`src/rtl/relu_vec_pipe.sv`:
```
// relu_vec_pipe: two-stage, backpressure-aware ReLU over frames of M
// secret-shared N-bit elements, one element per accepted beat.
//   S1 reconstructs x = r1 + (x - r1) mod 2^N and tags it with the element
//   index and last-of-frame flag.
//   S2 applies ReLU with an optional upper clip (CAP) and keeps the per-frame
//   positive count.
// Optional build macro: RELU_REMASK_EN. When defined, o carries the fresh
// share (y - r2) mod 2^N instead of the plaintext ReLU result.
module relu_vec_pipe #(
  parameter int N   = 8,
  parameter int M   = 4,
  parameter int CAP = 0
) (
  input  logic                                 clk,
  input  logic                                 rst,
  input  logic [2*N-1:0]                       g_input,
  input  logic [N-1:0]                         e_input,
  input  logic                                 i_valid,
  output logic                                 i_ready,
  output logic [N-1:0]                         o,
  output logic                                 o_valid,
  input  logic                                 o_ready,
  output logic [((M > 1) ? $clog2(M) : 1)-1:0] o_idx,
  output logic                                 o_last,
  output logic [$clog2(M+1)-1:0]               frame_pos
);

  localparam int IDX_W = (M > 1) ? $clog2(M) : 1;
  localparam int POS_W = $clog2(M + 1);
  localparam logic signed [N-1:0] CAP_V = N'(CAP);

  logic                adv;
  logic [N-1:0]        r1;
  logic signed [N-1:0] x_in;
  logic                last_in;
  logic [IDX_W-1:0]    idx_cnt;
  logic signed [N-1:0] x_p1;
  logic [IDX_W-1:0]    idx_p1;
  logic                last_p1;
  logic                vld_p1;
  logic                pos_p1;
  logic [N-1:0]        y_p1;
  logic [N-1:0]        o_nxt;
  logic [POS_W-1:0]    pos_cnt;

  // ReLU with optional clip; zero is treated as non-positive.
  function automatic logic [N-1:0] relu_clip(input logic signed [N-1:0] x);
    logic [N-1:0] y;
    if (x <= 0)
      y = '0;
    else if ((CAP != 0) && (x > CAP_V))
      y = CAP_V;
    else
      y = x;
    return y;
  endfunction

`ifdef RELU_REMASK_EN
  logic [N-1:0] r2_p1;

  // Fresh share of the result: the evaluator sees only y - r2.
  function automatic logic [N-1:0] remask(input logic [N-1:0] y,
                                          input logic [N-1:0] r2);
    return y - r2;
  endfunction
`else
  logic unused_r2;
  assign unused_r2 = ^g_input[N-1:0];
`endif

  // Single global advance: the whole pipe moves or the whole pipe holds.
  assign adv     = !o_valid || o_ready;
  assign i_ready = adv;

  assign r1      = g_input[2*N-1:N];
  assign x_in    = r1 + e_input;
  assign last_in = (idx_cnt == IDX_W'(M - 1));

  assign pos_p1  = (x_p1 > 0);
  assign y_p1    = relu_clip(x_p1);
`ifdef RELU_REMASK_EN
  assign o_nxt   = remask(y_p1, r2_p1);
`else
  assign o_nxt   = y_p1;
`endif

  // ---- stage 0 -> 1: accept beat, reconstruct x, tag index ----

  // S1 valid flag and element index counter.
  always_ff @(posedge clk) begin
    if (rst) begin
      vld_p1  <= 1'b0;
      idx_cnt <= '0;
    end else if (adv) begin
      vld_p1 <= i_valid;
      if (i_valid)
        idx_cnt <= last_in ? '0 : idx_cnt + 1'b1;
    end
  end

  // S1 payload; qualified by vld_p1 so it needs no reset.
  always_ff @(posedge clk) begin
    if (adv) begin
      x_p1    <= x_in;
      idx_p1  <= idx_cnt;
      last_p1 <= last_in;
`ifdef RELU_REMASK_EN
      r2_p1   <= g_input[N-1:0];
`endif
    end
  end

  // ---- stage 1 -> 2: ReLU/clip, output register, frame positive count ----

  // Output register, side outputs and per-frame positive counter.
  always_ff @(posedge clk) begin
    if (rst) begin
      o         <= '0;
      o_valid   <= 1'b0;
      o_idx     <= '0;
      o_last    <= 1'b0;
      pos_cnt   <= '0;
      frame_pos <= '0;
    end else if (adv) begin
      o_valid <= vld_p1;
      if (vld_p1) begin
        o      <= o_nxt;
        o_idx  <= idx_p1;
        o_last <= last_p1;
        if (last_p1) begin
          frame_pos <= pos_cnt + POS_W'(pos_p1);
          pos_cnt   <= '0;
        end else begin
          pos_cnt <= pos_cnt + POS_W'(pos_p1);
        end
      end
    end
  end

endmodule

```
`config.mk`:
```
export PLATFORM = sky130hd
export DESIGN_NAME = relu_vec_pipe
export DESIGN_NICKNAME = d
export VERILOG_FILES = /design/src/rtl/relu_vec_pipe.sv
export SDC_FILE = /design/constraint.sdc
export NUM_CORES = 1
export LEC_CHECK = 0
export CAP_MARGIN = 40
export CORE_MARGIN = 1
export CORE_UTILIZATION = 51
export CTS_CLUSTER_SIZE = 12
export DETAILED_ROUTE_END_ITERATION = 8
export DONT_BUFFER_PORTS = 1
export HOLD_SLACK_MARGIN = 0.06
export PLACE_DENSITY = 0.64
export RECOVER_POWER = 50
export SLEW_MARGIN = 10
export SYNTH_ARGS = -nofsm -noshare
export SYNTH_HDL_FRONTEND = slang
export SYNTH_SLANG_ARGS = --single-unit
```
`constraint.sdc`:
```
create_clock -name clk -period 2.8 [get_ports clk]
set_clock_uncertainty 0.2 [all_clocks]
set_input_delay 0.56 -clock clk [delete_from_list [all_inputs] [get_ports clk]]
set_output_delay 0.56 -clock clk [all_outputs]
set_load 0.02 [all_outputs]
```
==> flow_summary.json, run 1 <==
{
  "synth_seq_area_share": 0.475,
  "synth_cells": 157,
  "seq_area_sq_um": 751,
  "final_area_sq_um": 1620,
  "ctsResizeCount": 0,
  "dpl_worst_slack_ps": 652,
  "grt_pass1_vias": 1090,
  "fillers": 256,
  "synth-simple-area-share": 0.143,
  "dpl_cell_area_sq_um": 1560,
  "fin_crit_ps": 2340,
  "vias": 1132,
  "required_ps": 2040,
  "rows": 19,
  "wirelength_um": 2720,
  "cts_buffer_depth": 2,
  "total_power_mw": 0.946,
  "placed_cells": 179,
  "synth_compound_area_frac": 0.211,
  "synthAdderAreaFrac": 0.0918,
  "drc": 4,
  "multiInputGateArea_sq_um": 739,
  "worstSkewPairLatency_ps": 310,
  "syn_to_final_growth_pct": 2.61,
  "max_cap_viol_count": 0,
  "crit_type": "reg -> out",
  "post_cts_buffers": 0,
  "worstPathMaxFanout": 31,
  "whs_ps": 98.2,
  "die_h_um": 57.7,
  "setup_tns_ps": 0,
  "layout.cells.non_filler": 187,
  "fmax_mhz": 428,
  "ir_worst_vdd_v": 0.000231,
  "hold_viol": 0,
  "die_w_um": 57.7,
  "detail-route-antenna-nets": 0,
  "cts_tree": "done",
  "maxSlewHeadroom": 0.593,
  "rsz0062_at_grt": "no",
  "tightestPinTransition_ps": 610,
  "drive_gt1_frac": 0.0513,
  "yosysWarnings": 0,
  "h-tree-depth": 2,
  "hp-class": "in -> reg",
  "endpoint_kind": "primary output",
  "post-dp-hpwl_um": 1910,
  "grt_overflow": 0,
  "antenna_cells": 0,
  "cellLeakagePower_nw": 0.581,
  "finalSetupViolCount": 0,
  "portBuffers": 0,
  "final.setup.worst_slack_ps": 465,
  "core_sq_um": 2850,
  "synth_cell_types": 38,
  "grt_pass1_wl_um": 4570,
  "synthFlopType": "dfxtp_1",
  "synthMuxAreaShare": 0,
  "holdBufCountCts": 0,
  "synth_edf_count": 11,
  "grt_max_degree": 32,
  "syn-num-nets": 196,
  "cts_buffers": 5,
  "drt-pass1-iter-count": 6,
  "root_buffer": "clkbuf_4",
  "synth_xor_area_frac": 0.0222,
  "synth-seq-cells": 32,
  "wl_per_cell_um": 14.5,
  "synth_top_family_by_area": "compound AO/OA/AOI/OAI gates",
  "maxSlewViolCount": 0,
  "grt_util_all_layers": 0.181,
  "syn_area_per_cell_sq_um": 10.1,
  "start_util": 0.554,
  "gp_congestion": 0.748,
  "arrival_ps": 1580,
  "via_per_inst": 6.05,
  "first_iter_violations": 45,
  "path_clk_slew_ps": 100,
  "violations": "DRC",
  "io_pins": 44,
  "crit_path_start_kind": "flip-flop",
  "power.density_nw_per_um2": 584,
  "die_area_sq_um": 3330,
  "postSynth.asyncResetShare": 0,
  "synth_area_sq_um": 1580,
  "nets": 194,
  "final.period_utilization": 0.834,
  "outcome": "complete, but fails checks",
  "antenna_found_initial": 0,
  "numClockSinks": 32,
  "utilization": 0.568
}
-- final timing paths --
check | startpoint | to | slack (ps) | cells after the start
min reg2reg | idx_cnt[1] | idx_p1[1] | 270 | 0
max reg2reg | x_p1[3] | pos_cnt[2] | 850 | 7
max | o_valid | i_ready | 460 | 2
min | rst | o[6] | 100 | 1
-- cell type report --
type	count	share of cell area
well taps	31	0.0239
multi-input cells	107	0.456
inverters	9	0.0208
flip-flops and latches	32	0.463
clock buffers	8	0.0363
-- cells by family (layout without fill, tap and decap cells) --
kind of cell / count (synthesis) / in the layout
AO/OA/AOI/OAI: 57 / 57
AND/OR/NAND/NOR: 35 / 35
flip-flops: 32 / 32
buffers and inverters: 18 / 17
adder cells (fa/ha/maj): 11 / 11
XOR/XNOR: 4 / 4
-- cells in the mapped netlist (3+ instances only) --
| library cell | instances | area share |
|---|---|---|
| inv_1 | 7 | 0.017 |
| dfxtp_1 | 21 | 0.27 |
| a21oi_1 | 24 | 0.076 |
| ha_1 | 10 | 0.079 |
| nand3_1 | 4 | 0.013 |
| buf_2 | 3 | 0.0095 |
| nand2_1 | 3 | 0.0071 |
| o211ai_1 | 3 | 0.014 |
| nor2_1 | 3 | 0.0071 |
| nand4b_1 | 7 | 0.039 |
| nor2b_1 | 5 | 0.020 |
| o21ai_0 | 16 | 0.051 |
| clkbuf_1 | 3 | 0.0071 |
| edfxtp_1 | 11 | 0.21 |
| nand4_1 | 4 | 0.016 |
-- placed cells by master (no fill, tap or decap) --
| cell | count |
|---|---|
| a31oi_1 | 2 |
| nor2_1 | 3 |
| o211ai_1 | 3 |
| xor2_1 | 2 |
| nand3_1 | 4 |
| a21o_1 | 1 |
| nand4b_1 | 7 |
| o311ai_0 | 1 |
| nor3b_1 | 2 |
| or4_1 | 1 |
| ha_1 | 10 |
| nor2b_4 | 1 |
| nor3_1 | 2 |
| clkbuf_4 | 5 |
| nor4_1 | 1 |
| o32ai_1 | 1 |
| o21ai_0 | 16 |
| inv_1 | 8 |
| nor2b_1 | 5 |
| o311ai_1 | 1 |
| nand2b_1 | 2 |
| o31a_1 | 1 |
| clkbuf_1 | 2 |
| nand4_1 | 4 |
| inv_2 | 1 |
| a311oi_1 | 2 |
| fa_1 | 1 |
| a21oi_1 | 24 |
| a211oi_1 | 1 |
| o2bb2ai_1 | 1 |
| edfxtp_1 | 11 |
| clkbuf_8 | 1 |
| o31ai_1 | 2 |
| nand2_1 | 3 |
| o21a_1 | 1 |
| dfxtp_1 | 21 |
| xnor2_1 | 2 |
-- power breakdown --
group          internal [mW]  switching, mW  total [mW]
clock                  0.124          0.139       0.263
combinational         0.0545         0.0648       0.119
sequential             0.525         0.0387       0.564
total                  0.704          0.243       0.946
-- layer usage --
metal,global-route usage,vias to the layer above,routed length [um]
li1,-,582,-
met1,0.217,520,1290
met2,0.296,28,1260
met3,0.0513,2,143
met4,0.0986,0,27
met5,0,-,0
-- state kept, by name, summed over array words and instances (netlist names) --
name	cells
o	8
x_p1	8
frame_pos	3
pos_cnt	3
idx_cnt	2
idx_p1	2
o_idx	2
last_p1	1
o_last	1
o_valid	1
vld_p1	1
-- worst max-delay path: stages, from the launching register on --
cell,delay (ps)
dfxtp_1,450
nor2b_4,440
inv_2,360
Note: power is estimated with default switching activity, not from simulation.
==> run 2: changes to the inputs <==
--- a/config.mk
+++ b/config.mk
@@ -12,7 +12,7 @@
 export DETAILED_ROUTE_END_ITERATION = 8
 export DONT_BUFFER_PORTS = 1
 export HOLD_SLACK_MARGIN = 0.06
-export PLACE_DENSITY = 0.64
+export PLACE_DENSITY = 0.67
 export RECOVER_POWER = 50
 export SLEW_MARGIN = 10
 export SYNTH_ARGS = -nofsm -noshare
==> constraint.sdc (replaced) <==
create_clock -name clk -period 2 [get_ports clk]
set_clock_uncertainty 0.2 [all_clocks]
set_input_delay 0.4 -clock clk [delete_from_list [all_inputs] [get_ports clk]]
set_output_delay 0.4 -clock clk [all_outputs]
set_load 0.02 [all_outputs]
==> run 2 against run 1 <==
Against the previous run:
- the run still ends with DRC left
- hold slack worse by 13 ps
- combinational power up 73%
- global-route usage rose by 0.65 points
- clock power increased by 30%
- via count rose by 11%
- non-clock buffer count is 9 higher
- largest power group unchanged
==> flow_summary.json, run 2 (synthesis results as in run 1) <==
{
  "total_power_mw": 1.33,
  "layout_commonest_cell": "a21oi_1",
  "max_cap_viol_count": 0,
  "cts_buffers": 5,
  "post-dp-hpwl_um": 2090,
  "root_buffer": "clkbuf_4",
  "final_cell_mix": "a21oi_1 (24), dfxtp_1 (21), o21ai_0 (16)",
  "finalSetupViolCount": 0,
  "die_h_um": 57.7,
  "ir_worst_vdd_v": 0.000320,
  "drc": 3,
  "h-tree-depth": 2,
  "cellLeakagePower_nw": 0.611,
  "die_area_sq_um": 3330,
  "gp_congestion": 0.740,
  "violations": "DRC",
  "drive_gt1_frac": 0.0970,
  "cp_cell_sequence": "nor4_2 -> a21oi_1 -> ha_1 -> ha_2 -> nor2b_1 -> a31oi_1 -> o32ai_1",
  "final.setup.worst_slack_ps": 116,
  "portBuffers": 0,
  "slowest_stage": "edfxtp_1",
  "worstPathMaxFanout": 2,
  "crit_family": "simple AND/OR/NAND/NOR gates",
  "cts_buffer_depth": 2,
  "grt_pass1_wl_um": 4700,
  "cp_num_buf_inv": 0,
  "grt_overflow": 0,
  "hold_viol": 0,
  "antenna_cells": 0,
  "wl_per_cell_um": 15.1,
  "arrival_ps": 1880,
  "wirelength_um": 2960,
  "start_util": 0.554,
  "whs_ps": 84.9,
  "tightestPinTransition_ps": 778,
  "ff2ff_setup_slack_ps": 120,
  "reg_top3": "o (8), x_p1 (8)",
  "rows": 19,
  "fillers": 268,
  "path_clk_slew_ps": 100,
  "hp-class": "in -> reg",
  "dpl_worst_slack_ps": 2.95,
  "grt_max_degree": 32,
  "grt_pass1_vias": 1154,
  "fin_crit_ps": 1880,
  "crit_path_start_kind": "flip-flop",
  "maxSlewHeadroom": 0.480,
  "grt_util_all_layers": 0.188,
  "final_area_sq_um": 1690,
  "die_w_um": 57.7,
  "drt-pass1-iter-count": 6,
  "crit_type": "reg -> reg",
  "outcome": "complete, but fails checks",
  "utilization": 0.592,
  "cts_tree": "done",
  "max_stage_delay_ps": 410,
  "core_sq_um": 2850,
  "dpl_cell_area_sq_um": 1590,
  "io_pins": 44,
  "maxSlewViolCount": 0,
  "via_per_inst": 6.39,
  "required_ps": 2000,
  "vias": 1253,
  "numClockSinks": 32,
  "first_iter_violations": 81,
  "detail-route-antenna-nets": 0,
  "antenna_found_initial": 0,
  "endpoint_kind": "flip-flop",
  "syn_to_final_growth_pct": 6.81,
  "fmax_mhz": 531,
  "power.density_nw_per_um2": 790,
  "final.period_utilization": 0.942,
  "nets": 203,
  "worstSkewPairLatency_ps": 340
}
run 2: final timing paths:
path / startpoint / endpoint / cells past startpoint
worst max-delay path: x_p1[6] / pos_cnt[2] / 7
worst min-delay path: e_input[0] / x_p1[0] / 1
worst max register to register: x_p1[6] / pos_cnt[2] / 7
worst min register to register: idx_cnt[1] / idx_p1[1] / 0
run 2: layout make-up:
cell class              count  area [sq um]  share of cell area
multi-input cells         107           743               0.440
clock buffers               7          45.0              0.0267
flip-flops and latches     32           751               0.445
repair buffers              9          71.3              0.0423
inverters                   9          33.8              0.0200
well taps                  31          38.8              0.0230
clock inverters             1          5.00             0.00297
run 2: through the flow:
stage               std cells  setup TNS [ps]
floorplan                 157               0
global placement          182               0
detailed placement        182               0
CTS                       192               0
global route              196           -2.37
finish                    196               0
run 2: routing by layer:
metal	up-vias	routed length (um)	global-route usage
li1	605	-	-
met1	599	1240	0.208
met2	43	1480	0.319
met3	6	185	0.0558
met4	0	64	0.112
met5	-	0	0
run 2: worst register-to-register path: stages (launching register included):
cell	delay [ps]
edfxtp_1	410
nor4_2	280
a21oi_1	110
ha_1	190
ha_2	180
nor2b_1	140
a31oi_1	160
o32ai_1	100
run 2: timing repair:
action / CTS / global route
hold buffers: 2 / 1
setup buffers: 0 / 3
gates resized for setup: 0 / 3
endpoints found under the hold margin: 21 / 1
setup endpoints to repair: 0 / 2
run 2: where the power goes:
group | switching [mW] | internal [mW] | total, mW
sequential | 0.0501 | 0.736 | 0.786
clock | 0.205 | 0.137 | 0.342
combinational | 0.109 | 0.0967 | 0.206
total | 0.364 | 0.969 | 1.33
